<file path="src/rtl/execute_stage.sv">
// Execute stage of the Z pipeline: ALU / immediate move, condition codes,
// and registered dstE/valE, dstM/valM results for write-back.
module execute_stage #(
  parameter logic [3:0] NOREG = 4'hF,
  parameter int         NREGS = 8
) (
  input  logic        clock,
  input  logic        reset,
  input  logic        d_valid,
  input  logic [3:0]  d_icode,
  input  logic [3:0]  d_ifun,
  input  logic [3:0]  d_rA,
  input  logic [3:0]  d_rB,
  input  logic [31:0] d_valA,
  input  logic [31:0] d_valB,
  input  logic [15:0] d_valC,
  input  logic        stall,
  input  logic        bubble,
  output logic        e_valid,
  output logic [3:0]  e_dstE,
  output logic [31:0] e_valE,
  output logic [3:0]  e_dstM,
  output logic [31:0] e_valM,
  output logic [2:0]  cc,
  output logic        halted,
  output logic        ins_err,
  output logic [15:0] retired
);

  logic [31:0] alu_r;
  logic        alu_of;
  logic        ra_ok, rb_ok;

  logic        nxt_valid;
  logic [3:0]  nxt_dstE, nxt_dstM;
  logic [31:0] nxt_valE, nxt_valM;
  logic [2:0]  nxt_cc;
  logic        nxt_halted, nxt_err;
  logic [15:0] nxt_retired;

  assign ra_ok = (32'(d_rA) < 32'(NREGS));
  assign rb_ok = (32'(d_rB) < 32'(NREGS));

  always_comb begin
    alu_r  = '0;
    alu_of = 1'b0;
    case (d_ifun[1:0])
      2'd0: begin
        alu_r  = d_valA + d_valB;
        alu_of = (d_valA[31] == d_valB[31]) && (alu_r[31] != d_valA[31]);
      end
      2'd1: begin
        alu_r  = d_valA - d_valB;
        alu_of = (d_valA[31] != d_valB[31]) && (alu_r[31] != d_valA[31]);
      end
      2'd2:    alu_r = d_valA & d_valB;
      default: alu_r = d_valA ^ d_valB;
    endcase
  end

  // Defaults describe a bubble; only a valid, non-halted instruction overrides them.
  always_comb begin
    nxt_valid   = 1'b0;
    nxt_dstE    = NOREG;
    nxt_valE    = '0;
    nxt_dstM    = NOREG;
    nxt_valM    = '0;
    nxt_cc      = cc;
    nxt_halted  = halted;
    nxt_err     = ins_err;
    nxt_retired = retired;
    if (d_valid && !halted) begin
      case ({d_icode, d_ifun})
        8'h00: begin
          nxt_valid   = 1'b1;
          nxt_retired = retired + 16'd1;
        end
        8'h10: begin
          if (rb_ok) begin
            nxt_valid   = 1'b1;
            nxt_dstM    = d_rB;
            nxt_valM    = {16'h0, d_valC};
            nxt_retired = retired + 16'd1;
          end else begin
            nxt_err = 1'b1;
          end
        end
        8'h20, 8'h21, 8'h22, 8'h23: begin
          if (ra_ok) begin
            nxt_valid   = 1'b1;
            nxt_dstE    = d_rA;
            nxt_valE    = alu_r;
            nxt_cc      = {(alu_r == 32'd0), alu_r[31], alu_of};
            nxt_retired = retired + 16'd1;
          end else begin
            nxt_err = 1'b1;
          end
        end
        8'hF0: begin
          nxt_valid   = 1'b1;
          nxt_halted  = 1'b1;
          nxt_retired = retired + 16'd1;
        end
        default: nxt_err = 1'b1;
      endcase
    end
  end

  always_ff @(posedge clock) begin
    if (reset) begin
      e_valid <= 1'b0;
      e_dstE  <= NOREG;
      e_valE  <= '0;
      e_dstM  <= NOREG;
      e_valM  <= '0;
      cc      <= 3'b100;
      halted  <= 1'b0;
      ins_err <= 1'b0;
      retired <= '0;
    end else if (bubble) begin
      e_valid <= 1'b0;
      e_dstE  <= NOREG;
      e_valE  <= '0;
      e_dstM  <= NOREG;
      e_valM  <= '0;
    end else if (!stall) begin
      e_valid <= nxt_valid;
      e_dstE  <= nxt_dstE;
      e_valE  <= nxt_valE;
      e_dstM  <= nxt_dstM;
      e_valM  <= nxt_valM;
      cc      <= nxt_cc;
      halted  <= nxt_halted;
      ins_err <= nxt_err;
      retired <= nxt_retired;
    end
  end

endmodule
</file>
<file path="config.mk">
export PLATFORM = sky130hd
export DESIGN_NAME = execute_stage
export DESIGN_NICKNAME = d
export VERILOG_FILES = /design/src/rtl/execute_stage.sv
export SDC_FILE = /design/constraint.sdc
export NUM_CORES = 1
export LEC_CHECK = 0
export CAP_MARGIN = 40
export CORE_MARGIN = 2
export CORE_UTILIZATION = 45
export CTS_CLUSTER_DIAMETER = 60
export CTS_CLUSTER_SIZE = 25
export DETAILED_ROUTE_END_ITERATION = 6
export GPL_ROUTABILITY_DRIVEN = 0
export GPL_TIMING_DRIVEN = 0
export PLACE_DENSITY = 0.74
export SLEW_MARGIN = 30
export SYNTH_ARGS = -nofsm -noshare
export SYNTH_HDL_FRONTEND = slang
export SYNTH_SLANG_ARGS = --single-unit
</file>
<file path="constraint.sdc">
create_clock -name clock -period 7.2 [get_ports clock]
set_input_delay 1.44 -clock clock [delete_from_list [all_inputs] [get_ports clock]]
set_output_delay 1.44 -clock clock [all_outputs]
set_load 0.1 [all_outputs]
</file>
==> results of run 1 <==
-- stage by stage --
stage | util | area (um^2)
3_3_place_gp | 0.588 | 9750
4_1_cts | 0.702 | 11600
6_report | 0.703 | 11700
3_5_place_dp | 0.681 | 11300
5_1_grt | 0.703 | 11700
2_1_floorplan | - | 7710
-- area by class of cell --
cell class              count  share of cell area
multi-input cells         865               0.475
repair buffers            257               0.285
flip-flops and latches     78               0.134
plain buffers              81              0.0324
well taps                 220              0.0236
clock buffers              11              0.0208
inverters                  64              0.0206
clock inverters             4             0.00816
diodes                      1            0.000215
-- power groups by stage --
| stage | logic (mW) | registers, mW | clock network, mW |
|---|---|---|---|
| after detailed placement | 0.554 | 0.443 | 0 |
| after floorplan | 0.368 | 0.449 | 0 |
| final | 0.583 | 0.433 | 0.532 |
| after CTS | 0.561 | 0.433 | 0.530 |
| after global placement | 0.541 | 0.442 | 0 |
| after global routing | 0.624 | 0.433 | 0.549 |
-- sequential cells by signal (all words and copies together), names as in the netlist --
register	flops
e_valid	1
e_valE	32
e_dstE	4
e_dstM	4
cc	3
retired	16
e_valM	16
halted	1
ins_err	1
-- routing by layer --
metal	GRT usage	up-vias	wire, um
li1	-	4455	-
met1	0.412	4639	11600
met2	0.602	774	15800
met3	0.0767	195	3650
met4	0.205	0	2160
met5	0	-	0
-- placed cells by master (no fill, tap or decap), types with 46 or more instances in the layout --
cell type / count
a21oi_1: 100
nand2_1: 84
o21ai_0: 46
inv_1: 63
clkdlybuf4s50_1: 176
nor2_1: 152
clkbuf_1: 57
buf_8: 48
dfxtp_1: 78
ha_1: 65
-- cell families after synthesis --
kind of cell             Yosys count  synth area share
AO/OA/AOI/OAI                    357             0.319
AND/OR/NAND/NOR                  384             0.233
multiplexers                      20            0.0268
flip-flops                        78             0.204
other                              1          0.000490
adder cells (fa/ha/maj)           67             0.111
XOR/XNOR                          21            0.0240
buffers and inverters            145            0.0808
-- how the worst max path moves through the flow --
| stage | end | slack, ps | depth (start not counted) |
|---|---|---|---|
| 2_1_floorplan | cc[2] | 2700 | 14 |
| 3_3_place_gp | cc[2] | 1490 | 15 |
| 3_5_place_dp | cc[2] | 1540 | 15 |
| 4_1_cts | cc[2] | 1860 | 15 |
| 5_1_grt | cc[2] | 1600 | 16 |
| 6_report | cc[2] | 1760 | 15 |
-- worst max-delay path, delay by kind of cell --
| family | cells | cell delay [ps] |
|---|---|---|
| and+or+nand+nor | 4 | 710 |
| AOI/OAI and AO/OA | 6 | 2200 |
| xor gates and xnor gates | 1 | 180 |
| adders and majority gates | 2 | 590 |
| buffers and inverters | 2 | 570 |
==> results.md, run 1 <==
- Internal power: 0.990 mW
- #FFs+latches synth: 78
- Crit path top cell by count: nand4_1
- Critical R2R Launch: halted
- Clock power frac: 0.344
- Max-slew headroom: 0.377
- First-pass iteration count of the detailed router: 6
- Fill count: 1272
- Fin cells: 1581
- Fraction of registers with async set or reset after synthesis: 0
- Final Hold Violating Endpoints: 0
- Vias/cell: 6.36
- DR vias: 10100
- Fraction of final layout cells sized beyond drive strength 1: 0.102
- Post-DR wirelength/cell: 21.0 um
- Global-route total usage across every layer: 0.355
- Leak pwr: 4.66 nW
- Comb pwr share: 0.377
- Worst setup path startpoint: d_valB[0]
- Pwr/cell area: 133 nW/um^2
- Die height: 134 um
- Initial antenna violation count: 0
- Synthesized cell area: 7650 um^2
- WHS: 488 ps
- WL final: 33200 um
- FF-to-FF End: cc[2]
- Post-DP HPWL: 24900 um
- HP Class: register to register
- Synth Instances: 1073
- Top-area cell type share of the netlist area: 0.204
- IO buf count: 176
- Sw Share: 0.361
- Min-delay src: e_valE[30]
- Clock Sinks: 78
- Main area contributors after synthesis: dfxtp_1, ha_1, nor2_1
- Synth cell types: 84
- Top cells by count, synth: nor2_1, a21oi_1, nand2_1, dfxtp_1, ha_1
- Post-route setup TNS: 0 ps
- Worst clock skew: 5.41 ps
- Avg Cell Area, Syn: 7.13 um^2
- Die area: 18100 um^2
- Total power draw: 1.55 mW
- Worst reg2reg path depth: 11
- First-pass GRT wire length: 51100 um
- Path type of the worst setup path: primary input to register
- Post-route clock period utilization: 0.755
- Hold Path Sink: e_valE[30]
- Placed cell count: 1563
- Dpl ws: 1540 ps
- CP Launch Type: primary input
- Routed Antenna Nets: 0
- Status: completed
- Vias in the first global route: 9654
- Maximum VDD drop: 0.127 mV
- Register area: 1560 um^2
- Total CTS buffers: 9
- Most common cell in the synthesized netlist: nor2_1
- Yosys top cell by area: dfxtp_1
- RSZ-0062 raised after global routing: no
- DRT iter0 DRCs: 1493
- Core box area: 16600 um^2
- Area occupied by multi-input gates: 5540 um^2
- Setup bufs post-CTS: 0
- Worst Max-Slew Pin Slew: 934 ps
- Clock Pin Slew Worst Setup and Hold Paths: 60 ps
- Number of synthesized flops with an enable pin: 0
- Yosys warns: 0
- Crit path largest cell delay: 500 ps
- Post-layout nets: 1524
- Rows: 47
- Initial core utilization: 0.462
- CP Capture Type: register
- Critical Path, Cell by Cell: clkdlybuf4s50_1, ha_1, inv_1, fa_1, or2_4, a2111o_1, a2111oi_4, a211oi_2, xnor2_1, nor2_1, a221oi_1, nand4_1, a2111oi_2, nand4_1, o21ai_1
- Reg2reg setup slack: 4020 ps
- GRT overflow: 0
- Largest net degree at the start of global routing: 13
- Chip Width: 134 um
- Slowest-stage cell, CP: clkdlybuf4s50_1
- CTS tree: yes
- Clock root buffer: clkbuf_16
- Drt drc: 0
- Net switching power: 0.559 mW
- Total I/O pin count: 195
- Setup Viol. Count Final: 0
- Skew-Pair Late Insertion Delay: 350 ps
- CTS resizes: 0
- Critical path fanouts, max: 4
- Max cap viols: 0
- Layout area overhead: 52.3%
- Seq/Total Area, Yosys: 0.204
- Sequential share of power: 0.280
- Worst Path Required: 7460 ps
- Slew Viols, Final: 0
- Ys flop type: dfxtp_1
- Hold Path Stages: 2
- Setup ws final: 1760 ps
- Post-CTS Hold Fix Bufs: 0
- Critical Path AT: 5700 ps
- Clk buf depth: 2
- H-tree levels: 3
- Fmax: 0.184 GHz
- Final min period: 5440 ps
No activity file was read; power rests on OpenSTA's default activity.
==> inputs of run 2 (changes only) <==
==> constraint.sdc (replaced) <==
create_clock -name clock -period 5.5 [get_ports clock]
set_input_delay 1.1 -clock clock [delete_from_list [all_inputs] [get_ports clock]]
set_output_delay 1.1 -clock clock [all_outputs]
set_load 0.1 [all_outputs]
==> results of run 2 <==
The final DEF is identical to that of run 1. Status: completed.
Among the figures that moved: setup slack after placement 1540 ps -> 177 ps; setup slack after layout 1760 ps -> 401 ps; register-to-register setup slack 4020 ps -> 2320 ps; total power 1.55 mW -> 2.03 mW; worst IR drop on VDD 0.127 mV -> 0.167 mV
